===== src/rtl/hs4_rx_fifo.sv =====
// Clocked receiver for a four-phase bundled-data request: synchronises req_in, acknowledges,
// and buffers each accepted word in a small FIFO drained over a valid/ready stream.
module hs4_rx_fifo #(
   parameter int unsigned WIDTH       = 3,
   parameter int unsigned DEPTH       = 4,
   parameter int unsigned SYNC_STAGES = 2
) (
   input  logic                       clk,
   input  logic                       rst_n,
   input  logic                       req_in,
   input  logic [WIDTH-1:0]           data_in,
   output logic                       ack_in,
   output logic                       out_valid,
   input  logic                       out_ready,
   output logic [WIDTH-1:0]           out_data,
   output logic [$clog2(DEPTH):0]     level
);

   localparam int unsigned PW = $clog2(DEPTH);
   localparam int unsigned LW = PW + 1;

   typedef enum logic [0:0] {StIdle, StAck} state_e;

   state_e               state_q, state_d;
   logic [SYNC_STAGES-1:0] sync_q, sync_d;
   logic [PW-1:0]        wr_ptr_q, wr_ptr_d;
   logic [PW-1:0]        rd_ptr_q, rd_ptr_d;
   logic [LW-1:0]        level_q, level_d;
   logic [WIDTH-1:0]     mem_q [DEPTH];

   logic req_s;
   logic full;
   logic push;
   logic pop;

   assign sync_d = {sync_q[SYNC_STAGES-2:0], req_in};
   assign req_s  = sync_q[SYNC_STAGES-1];
   assign full   = (level_q == LW'(DEPTH));
   assign pop    = out_valid && out_ready;

   // State register, synchroniser and FIFO bookkeeping.
   always_ff @(posedge clk) begin
      if (!rst_n) begin
         state_q  <= StIdle;
         sync_q   <= '0;
         wr_ptr_q <= '0;
         rd_ptr_q <= '0;
         level_q  <= '0;
      end else begin
         state_q  <= state_d;
         sync_q   <= sync_d;
         wr_ptr_q <= wr_ptr_d;
         rd_ptr_q <= rd_ptr_d;
         level_q  <= level_d;
      end
   end

   // Storage is not reset; only the pointers define what is valid.
   always_ff @(posedge clk) begin
      if (rst_n && push) begin
         mem_q[wr_ptr_q] <= data_in;
      end
   end

   always_comb begin
      state_d = state_q;
      unique case (state_q)
         StIdle:  if (req_s && !full) state_d = StAck;
         StAck:   if (!req_s) state_d = StIdle;
         default: state_d = StIdle;
      endcase
   end

   always_comb begin
      push   = 1'b0;
      ack_in = 1'b0;
      unique case (state_q)
         StIdle:  push = req_s && !full;
         StAck:   ack_in = 1'b1;
         default: ;
      endcase
   end

   always_comb begin
      wr_ptr_d = wr_ptr_q;
      rd_ptr_d = rd_ptr_q;
      level_d  = level_q;
      if (push) wr_ptr_d = wr_ptr_q + PW'(1);
      if (pop)  rd_ptr_d = rd_ptr_q + PW'(1);
      unique case ({push, pop})
         2'b10:   level_d = level_q + LW'(1);
         2'b01:   level_d = level_q - LW'(1);
         default: level_d = level_q;
      endcase
   end

   assign out_valid = (level_q != '0);
   assign out_data  = mem_q[rd_ptr_q];
   assign level     = level_q;

endmodule

===== config.mk =====
export PLATFORM = sky130hd
export DESIGN_NAME = hs4_rx_fifo
export DESIGN_NICKNAME = d
export VERILOG_FILES = /design/src/rtl/hs4_rx_fifo.sv
export SDC_FILE = /design/constraint.sdc
export NUM_CORES = 1
export LEC_CHECK = 0
export CELL_PAD_IN_SITES_DETAIL_PLACEMENT = 0
export CELL_PAD_IN_SITES_GLOBAL_PLACEMENT = 2
export CORE_MARGIN = 2
export CORE_UTILIZATION = 41
export CTS_BUF_LIST = sky130_fd_sc_hd__clkbuf_8
export DETAILED_ROUTE_END_ITERATION = 12
export HOLD_SLACK_MARGIN = 0.12
export PLACE_DENSITY = 0.89
export SLEW_MARGIN = 20
export SYNTH_ARGS = -nofsm -noshare
export SYNTH_HDL_FRONTEND = slang
export SYNTH_SLANG_ARGS = --single-unit

===== constraint.sdc =====
create_clock -name clk -period 2.96 [get_ports clk]
set_input_delay 0.74 -clock clk [delete_from_list [all_inputs] [get_ports clk]]
set_output_delay 0.74 -clock clk [all_outputs]
set_load 0.05 [all_outputs]

Yosys cells after proc, flatten, opt, wreduce, memory -nomap -nowiden
Memories as Yosys holds them, arrays and structs flattened. A register that Yosys moved wholly into a read port is not among the register bits.
Index checks and enable logic that the tools add are counted.
{"block": "classes", "n_addsub": 4, "n_mul": 0, "div_mod_pow": 0, "magnitude_cmp": 0, "n_eq_ne": 3, "n_shift": 0, "n_mux": 10, "bitwise": 1, "reduce_logical": 6}
{"op": "1-bit 2-to-1 mux", "count": 6}
{"op": "3-bit case mux with 2 select lines", "count": 1}
{"op": "2-bit by 1-bit adder with 2-bit output (second input constant)", "count": 2}
{"op": "2-bit 2-to-1 mux", "count": 2}
{"op": "3-bit by 1-bit adder with 3-bit output (second input constant)", "count": 1}
{"op": "3-bit equality test (second input constant)", "count": 1}
{"op": "1-bit logical AND", "count": 3}
{"op": "3-bit nonzero test", "count": 1}
{"op": "3-bit by 1-bit subtractor with 3-bit output (second input constant)", "count": 1}
{"op": "2-bit by 1-bit equality test with 1-bit output (second input constant)", "count": 1}
{"op": "2-bit equality test (second input constant)", "count": 1}
{"op": "1-bit case mux with 2 select lines", "count": 1}
{"op": "2-bit nonzero test", "count": 1}
{"op": "1-bit logical NOT", "count": 1}
{"op": "1-bit inverter", "count": 1}
{"block": "totals", "ff_bits": 10, "latchBits": 0, "ramBits": 12, "rom_bits": 0, "input_bits": 7, "output_inout_bits": 8, "elab_cells": 30, "n_memories": 1}
{"memory": "mem_q", "words": 4, "word_bits": 3, "read_ports": 1, "rd_ports_with_merged_regs": 1, "wr": 1, "line": "29", "source": "logic [WIDTH-1:0] mem_q [DEPTH];"}

Depth between registers and ports, before layout
Gate-level depths: netlist of run 1.
{"block": "depth", "ltp_word": 7, "ltp_mapped": 9}

Worst setup path after synthesis of run 1
OpenSTA, ideal clock, no wires.
{"block": "synth_path", "path_kind": "register -> register", "from": "reg level_q[2], in the netlist level[2]", "to": "reg level_q[2], in the netlist level[2]", "setup_ps": 76, "arrival_ps": 2353, "slack_ps": 531, "stages_incl_launch_ff": 10, "synth_period_minus_slack_ps": 2429, "cell_sequence": "dfxtp_1 > nor3b_2 > nor3b_2 > inv_1 > ha_1 > inv_1 > fa_1 > xor2_1 > or3_1 > a21boi_0"}
{"block": "synth_between", "elab_chain_cells": 6, "elab_cells_between_ends": 12, "classes_between": "2 x add/sub; 3 x eq/ne; 2 x mux; 5 x reduce/logical"}
{"element": "start, declared", "line": "28", "source": "logic [LW-1:0] level_q, level_d;"}
{"element": "start signal, assigned", "line": "54", "source": "level_q <= level_d;"}
{"element": "3-bit equality test", "line": "38", "source": "assign full = (level_q == LW'(DEPTH));"}
{"element": "1-bit logical NOT", "line": "78", "source": "StIdle: push = req_s && !full;"}
{"element": "1-bit logical AND", "line": "78"}
{"element": "1-bit 2-to-1 mux", "line": "77", "source": "unique case (state_q)"}
{"element": "2-bit by 1-bit equality test with 1-bit output / 2-bit equality test (equally long branches)", "line": "90", "source": "unique case ({push, pop})"}
{"element": "3-bit case mux with 2 select lines / 2-bit nonzero test (equally long branches)"}
Several ways; a longest one is shown, not always the timed one.
A chain may end at the register's enable or synchronous reset.

==> results of run 1 <==
## state kept, by name, indices dropped and copies added (netlist names), named ones only
register / cells
level: 3
rd_ptr_q: 2
sync_q: 2
state_q: 1
wr_ptr_q: 2
mem_q: 12
## through the flow
step,cell area (µm²),cells
after floorplan,1020,75
after global placement,1200,119
after detailed placement,1200,119
after CTS,1270,123
after global routing,1270,123
final,1270,123
## synthesized netlist by cell type
cell type	instances
a21boi_0	1
a21oi_1	1
and2_1	9
clkbuf_1	1
dfxtp_1	12
edfxtp_1	12
fa_1	1
ha_1	5
inv_1	7
mux2i_1	2
mux4_2	3
nand2_1	6
nor2b_1	2
nor3_1	1
nor3b_2	2
o21ai_0	2
o311ai_2	1
o31a_2	1
or3_1	1
or3_2	1
xnor2_1	3
xor2_1	1
## routing by layer
layer  up-vias  part of all wire [%]
met5         -                     0
met3         2                   3.2
met1       277                    46
met4         0                   1.1
met2         7                    50
li1        297                     -
## cell type report
cell class / instances / share of cell area [%]
Inverter: 7 / 2.06
Timing Repair Buffer: 15 / 11.6
Sequential cell: 24 / 47.2
Clock buffer: 3 / 3.24
Multi-Input combinational cell: 43 / 30.6
Tap cell: 30 / 2.95
Clock inverter: 1 / 2.36
## kinds of logic after synthesis
group | count (synthesis) | synth area share [%]
xor gates and xnor gates | 4 | 3.44
muxes | 5 | 8.59
buffers and inverters | 8 | 2.94
adders and majority gates | 6 | 8.10
AOI/OAI and AO/OA | 6 | 4.79
DFF | 24 | 58.9
and+or+nand+nor | 22 | 13.3
## worst paths after layout
| check | endpoint | cells past startpoint |
|---|---|---|
| setup reg to reg | level[2] | 9 |
| setup / recovery | out_data[0] | 2 |
| hold reg to reg | sync_q[1] | 1 |
| hold / removal | sync_q[1] | 1 |
## power breakdown
group          internal (mW)  switching (mW)  total [mW]
Sequential             0.374          0.0369       0.411
Combinational          0.122           0.166       0.289
Clock                  0.181           0.101       0.282
## worst register-to-register path: cells and delay by family (launching register included)
kind | cells | cell delay [ns]
adders and majority gates | 2 | 0.57
buffers and inverters | 2 | 0.14
and+or+nand+nor | 3 | 0.72
xor gates and xnor gates | 1 | 0.16
DFF | 1 | 0.44
AOI/OAI and AO/OA | 1 | 0.15
==> results.cfg, run 1 <==
[run_status]
status = finished, final reports clean

[routing]
first_pass_iters = 3
ant_nets = 0
vias_per_cell = 4.74
wl_per_cell_um = 12.6
initialDrtViolationCount = 3
remaining_drc_errors = 0
totalWireLength_um = 1550
dr_total_vias = 583

[clock_tree]
clkLatencyLatePin_ns = 0.26
hold_buffers = 0
post_cts_buffers = 0
numCtsBuffers = 3
htree_levels = 1
cts_num_sinks = 24
cts_root_buffer = clkbuf_8
cts_tree = done
postCtsResizedCells = 0
cts.clk_slew.worst_paths_ns = 0.09
clock_path_buffers = 2

[critical_path]
end_kind = output pin
cpLargestDelayFamily = buffers and inverters
cp_num_buf_inv = 1
path_max_fanout = 3
cp.required_ns = 2.22
r2r-start = level[2]
cp_slowest_stage_delay_ns = 0.71
cpMaxStageDelayCell = clkdlybuf4s50_1
cp.arrival_ns = 1.94
cp-start-kind = flip-flop
critPathKind = reg -> out
regToRegSetupSlack_ns = 0.71
path_cells = mux4_2 -> clkdlybuf4s50_1

[floorplanning]
coreArea_mm2 = 0.00241
dieWidth_um = 53.9
boundaryPins = 15
start_util_pct = 42.3
dieArea_mm2 = 0.00290
rows = 18
fp.dieH_um = 53.9

[logic_synthesis]
synth.avg_cell_area_um2 = 13.6
yosys.area.top_type = edfxtp_1
ys_ff_latch = 24
synth_nets = 88
synth-seq-area-share_pct = 58.9
yosys-top-cells-area = edfxtp_1, dfxtp_1, mux4_2, ha_1, and2_1
synthDistinctLibCells = 22
synth_top_area_share_pct = 35.3
syn_area_mm2 = 0.00102
syn_inst = 75
yosysWarnings = 0

[layout]
multi_input_area_um2 = 389
regArea_um2 = 601
syn_to_final_growth_pct = 24.8
layout.nets = 107
final_util_pct = 52.8
antenna_cells = 0
layout_common_cells = clkdlybuf4s50_1, dfxtp_1, edfxtp_1
final.fill_count = 213
drive_above_1_share_pct = 14.0
layout_commonest_cell = clkdlybuf4s50_1

[timing]
post-route-period-util_pct = 90.5
slew_violations = 0
hold_viol = 0
setup_viol = 0
holdWs_ns = 0.442
max-slew-margin-rel_pct = 66.3
setup_tns_ns = 0
worst_pin_slew_ns = 0.503
finalWorstPathRequiredPeriod_ns = 2.68
finalClockSkew_ns = 0.00766
rsz0062_at_grt = no
fmax_mhz = 373
postLayoutSetupSlackWorst_ns = 0.280

[power]
total_power_mw = 0.982
power.density_mw_per_mm2 = 771
max-vdd-ir-drop_mv = 0.333
leakage_nw = 0.444

[placement]
pre_cts_ws_ns = 0.249
portBuffers = 14
gp_congestion = 0.645
dp_hpwl_um = 1160

[grt]
grt_pass1_wl_um = 2530
gr-total-overflow = 0
busiest_layer = met2
use_met2_pct = 20.5
gr-usage-met3_pct = 3.33
grt_max_degree = 15
grtUsageTotal_pct = 12.8
gr-usage-met1_pct = 15.9
grt_pass1_vias = 566
grt_antenna_before_repair = 0

[min_path]
hp-class = reg -> reg
hold_start = sync_q[0]

[job]
max_cap_violations = 0
No activity file was read; power rests on OpenSTA's default activity.
==> run 2: changes to the inputs <==
--- a/config.mk
+++ b/config.mk
@@ -13,6 +13,7 @@
 export DETAILED_ROUTE_END_ITERATION = 12
 export HOLD_SLACK_MARGIN = 0.12
 export PLACE_DENSITY = 0.89
+export SKIP_CTS_REPAIR_TIMING = 1
 export SLEW_MARGIN = 20
 export SYNTH_ARGS = -nofsm -noshare
 export SYNTH_HDL_FRONTEND = slang
==> constraint.sdc (replaced) <==
create_clock -name clk -period 2.96 [get_ports clk]
set_input_delay 0.296 -clock clk [delete_from_list [all_inputs] [get_ports clk]]
set_output_delay 0.296 -clock clk [all_outputs]
set_load 0.05 [all_outputs]
==> run 2 against run 1 <==
Net effect: non-clock buffer count fell by 1; wire length is 2.1% lower; utilization is 0.99 points lower; combinational power is 1% lower; critical path depth unchanged; die area stayed put; power down 7.8%; highest routed layer unchanged; sequential cell count is the same; register-to-register slack gained 0.04 ns; first-iteration DRC count grew 67%; sequential share of layout area rose by 0.90 points; final cell count shrank 0.81%.
==> results.cfg, run 2 (synthesis gave the netlist of run 1 again) <==
[timing]
rsz0062_at_grt = no
finalClockSkew_ns = 0.00356
holdWs_ns = 0.439
slew_violations = 0
max-slew-margin-rel_pct = 66.5
finalWorstPathRequiredPeriod_ns = 2.23
fmax_mhz = 449
setup_tns_ns = 0
hold_viol = 0
worst_pin_slew_ns = 0.501
post-route-period-util_pct = 75.2
setup_viol = 0

[grt]
busiest_layer = met2
grt_pass1_vias = 508
grt_max_degree = 14
use_met2_pct = 19.5
gr-usage-met3_pct = 2.50
gr-total-overflow = 0
gr-usage-met1_pct = 16.5
grt_pass1_wl_um = 2440
grt_antenna_before_repair = 0
grtUsageTotal_pct = 12.5

[placement]
gp_congestion = 0.641
dp_hpwl_um = 1180
portBuffers = 14
dp_cells = 118

[clock_tree]
numCtsBuffers = 3
cts.clk_slew.worst_paths_ns = 0.08
htree_levels = 1
clkLatencyLatePin_ns = 0.25
cts_num_sinks = 24
cts_tree = done
cts_root_buffer = clkbuf_8
clock_path_buffers = 2

[floorplanning]
start_util_pct = 42.3
dieArea_mm2 = 0.00290
coreArea_mm2 = 0.00241
fp.dieH_um = 53.9
boundaryPins = 15
dieWidth_um = 53.9
rows = 18

[power]
p_int_mw = 0.612
swShare_pct = 32.4
max-vdd-ir-drop_mv = 0.333
p_seq_share_pct = 45.4
power.density_mw_per_mm2 = 725
total_power_mw = 0.905
pwr-share-clk_pct = 23.1
combPwrFrac_pct = 31.5
switching_power_mw = 0.293
leakage_nw = 0.432

[critical_path]
cp_slowest_stage_delay_ns = 0.71
cp.required_ns = 2.66
cpMaxStageDelayCell = clkdlybuf4s50_1
end_kind = output pin
critPathKind = reg -> out
path_cells = mux4_2 -> clkdlybuf4s50_1
path_max_fanout = 3
cp-start-kind = flip-flop
cp.arrival_ns = 1.93

[routing]
dr_total_vias = 572
remaining_drc_errors = 0
vias_per_cell = 4.69
ant_nets = 0
initialDrtViolationCount = 5
totalWireLength_um = 1520
first_pass_iters = 4
wl_per_cell_um = 12.4

[layout]
drive_above_1_share_pct = 13.0
antenna_cells = 0
final_util_pct = 51.8
layout_common_cells = clkdlybuf4s50_1, dfxtp_1, edfxtp_1
layout_commonest_cell = clkdlybuf4s50_1
largest-register = mem_q
syn_to_final_growth_pct = 22.5
layout.nets = 106
final_cells = 122
largest_reg_flops = 12

[min_path]
hp-class = reg -> reg

[run_status]
status = finished, final reports clean

[job]
max_cap_violations = 0
[run 2: changes by cell type in the layout (fill, tap and decap cells not counted), sizes merged]
cell    delta
bufinv     -1
buf        -1
clkbuf     +1
[run 2: worst max-delay path, delay by kind of cell (launching register included)]
| family | cells | cell delay, ns |
|---|---|---|
| muxes | 1 | 0.53 |
| buffers and inverters | 1 | 0.71 |
| DFF | 1 | 0.44 |
[run 2: layout make-up]
| class | instances | area, µm² |
|---|---|---|
| fillers | 213 | 1160 |
| flip-flops and latches | 24 | 601 |
| multi-input cells | 43 | 389 |
| repair buffers | 14 | 140 |
| clock buffers | 4 | 55.1 |
| well taps | 30 | 37.5 |
| inverters | 7 | 26.3 |
[run 2: power by group through the flow]
stage / Clock (mW) / Combinational [mW] / Sequential [mW]
global route: 0.231 / 0.306 / 0.418
detailed placement: 0 / 0.286 / 0.420
finish: 0.209 / 0.285 / 0.411
global placement: 0 / 0.284 / 0.419
CTS: 0.219 / 0.287 / 0.412
floorplan: 0 / 0.172 / 0.448
[run 2: metal layers]
metal / part of all wire [%] / up-vias
met1: 48 / 271
met4: 1.1 / 0
met5: 0 / -
met3: 3.0 / 2
met2: 48 / 7
li1: - / 292
[run 2: worst paths after layout]
| path | startpoint | to | slack, ns | cells past startpoint |
|---|---|---|---|---|
| setup reg to reg | level[2] | level[2] | 0.75 | 9 |
| hold / removal | sync_q[0] | sync_q[1] | 0.44 | 1 |
| setup / recovery | flip-flop | out_data[0] | 0.73 | 2 |
| hold reg to reg | sync_q[0] | sync_q[1] | 0.44 | 1 |
[run 2: through the flow]
| stage | setup slack (ns) | instance area, µm² |
|---|---|---|
| 6_report | 0.733 | 1250 |
| 3_3_place_gp | 0.749 | 1190 |
| 2_1_floorplan | 0.531 | 1020 |
| 4_1_cts | 0.697 | 1250 |
| 3_5_place_dp | 0.687 | 1190 |
| 5_1_grt | 0.522 | 1250 |
==> run 3: changes to the inputs <==
--- a/config.mk
+++ b/config.mk
@@ -8,11 +8,11 @@
 export CELL_PAD_IN_SITES_DETAIL_PLACEMENT = 0
 export CELL_PAD_IN_SITES_GLOBAL_PLACEMENT = 2
 export CORE_MARGIN = 2
-export CORE_UTILIZATION = 41
+export CORE_UTILIZATION = 34
 export CTS_BUF_LIST = sky130_fd_sc_hd__clkbuf_8
 export DETAILED_ROUTE_END_ITERATION = 12
 export HOLD_SLACK_MARGIN = 0.12
-export PLACE_DENSITY = 0.89
+export PLACE_DENSITY = 0.79
 export SKIP_CTS_REPAIR_TIMING = 1
 export SLEW_MARGIN = 20
 export SYNTH_ARGS = -nofsm -noshare
==> constraint.sdc (replaced) <==
create_clock -name clk -period 1.9 [get_ports clk]
set_input_delay 0.19 -clock clk [delete_from_list [all_inputs] [get_ports clk]]
set_output_delay 0.19 -clock clk [all_outputs]
set_load 0.05 [all_outputs]
==> run 3 against run 2 <==
Net effect: the flow now finishes with violations (design-rule violations, negative setup slack); largest cell class unchanged; cell area increased by 8.5%; sequential power increased by 53%; highest routed layer unchanged; utilization decreased by 3.5 points; first-iteration DRC count increased by 80%; die area increased by 19%; sequential cell count unchanged; critical path depth increased by 7.
==> results.cfg, run 3 (synthesis gave the netlist of run 1 again) <==
[power]
total_power_mw = 1.58
pwr-share-clk_pct = 27.4
max-vdd-ir-drop_mv = 0.765
power.density_mw_per_mm2 = 1170
switching_power_mw = 0.481
p_seq_share_pct = 39.8
p_int_mw = 1.10
leakage_nw = 0.497
swShare_pct = 30.4
combPwrFrac_pct = 32.8

[placement]
dp_cells = 128
portBuffers = 14
dpl-instance-area_mm2 = 0.00128
gp_congestion = 0.726
dp_hpwl_um = 1260
pre_cts_ws_ns = -0.136

[run_status]
status = finished with violations
violations = design-rule violations, negative setup slack

[routing]
dr_total_vias = 614
remaining_drc_errors = 1
initialDrtViolationCount = 9
ant_nets = 0
vias_per_cell = 4.62
wl_per_cell_um = 11.7
first_pass_iters = 10
totalWireLength_um = 1560

[clock_tree]
htree_levels = 1
numCtsBuffers = 3
cts_tree = done
cts_num_sinks = 24
cts.clk_slew.worst_paths_ns = 0.08
clock_path_buffers = 2
cts_root_buffer = clkbuf_8
clkLatencyLatePin_ns = 0.26

[critical_path]
critPathKind = reg -> reg
cp-start-kind = flip-flop
path_max_fanout = 2
end_kind = flip-flop
cp.required_ns = 2.09
cp.arrival_ns = 2.10

[job]
max_cap_violations = 0

[layout]
layout_common_cells = buf_4, edfxtp_1, clkdlybuf4s50_1
final_area_mm2 = 0.00136
antenna_cells = 0
final_cells = 133
largest-register = mem_q
syn_to_final_growth_pct = 32.9
layout.nets = 116
layout_commonest_cell = buf_4
drive_above_1_share_pct = 31.4
largest_reg_flops = 12

[timing]
rsz0062_at_grt = yes
finalClockSkew_ns = 0.00326
postLayoutSetupSlackWorst_ns = -0.00489
post-route-period-util_pct = 100
worst_pin_slew_ns = 0.497
finalWorstPathRequiredPeriod_ns = 1.90
max-slew-margin-rel_pct = 66.7
fmax_mhz = 525
slew_violations = 0
hold_viol = 0
setup_tns_ns = -0.00489
setup_viol = 1

[grt]
grt_pass1_wl_um = 2620
grt_pass1_vias = 590
grt_antenna_before_repair = 0
grtUsageTotal_pct = 10.4
gr-total-overflow = 0
grt_max_degree = 15

[floorplanning]
dieArea_mm2 = 0.00345
dieWidth_um = 58.8
coreArea_mm2 = 0.00281
fp.dieH_um = 58.8
start_util_pct = 36.4
rows = 19
boundaryPins = 15

[min_path]
hp-class = reg -> reg
## run 3: changes by cell type in the layout (fill, tap and decap cells not counted), sizes merged
cell,before,now
bufinv,0,1
clkdlybuf4s50,14,10
buf,0,14
clkbuf,4,3
## run 3: critical path: stages (launching register included)
cell	delay (ns)
dfxtp_4	0.36
nor3b_4	0.23
nor3b_2	0.08
inv_1	0.06
ha_2	0.17
inv_1	0.05
fa_2	0.33
xor2_1	0.15
or3_1	0.30
a21boi_1	0.11
## run 3: power groups by stage
stage,Sequential [mW],Combinational [mW],Clock [mW]
after floorplan,0.711,0.276,0
after global placement,0.642,0.520,0
after detailed placement,0.643,0.519,0
after CTS,0.631,0.520,0.446
after global routing,0.638,0.555,0.470
final,0.629,0.519,0.434
## run 3: per-stage QoR
step           hold slack, ns  util (%)
6_report                0.446      48.3
5_1_grt                 0.474      48.3
4_1_cts                 0.451      48.0
3_5_place_dp            0.437      45.5
3_3_place_gp            0.419      45.5
2_1_floorplan           0.289         -
## run 3: area by class of cell
type / instances / area [µm²]
clock inverter: 1 / 30.0
sequential: 24 / 613
timing repair buffer: 24 / 205
tap: 31 / 38.8
inverter: 7 / 26.3
fill: 269 / 1450
clock buffer: 3 / 41.3
multi-input combinational: 43 / 400
## run 3: final timing paths
| path | to | cells after the start | slack (ns) | from |
|---|---|---|---|---|
| setup / recovery | level[2] | 9 | -0.005 | level[0] |
| hold / removal | sync_q[1] | 1 | 0.45 | sync_q[0] |
| setup reg to reg | level[2] | 9 | -0.005 | level[0] |
| hold reg to reg | sync_q[1] | 1 | 0.45 | sync_q[0] |
## run 3: layer usage
layer  part of all wire, %  wire length [µm]  global-route usage (%)
met1                    45               702                    13.5
met4                  0.83                13                    2.92
met5                     0                 0                       0
met3                   4.9                77                    3.96
met2                    49               764                    16.2
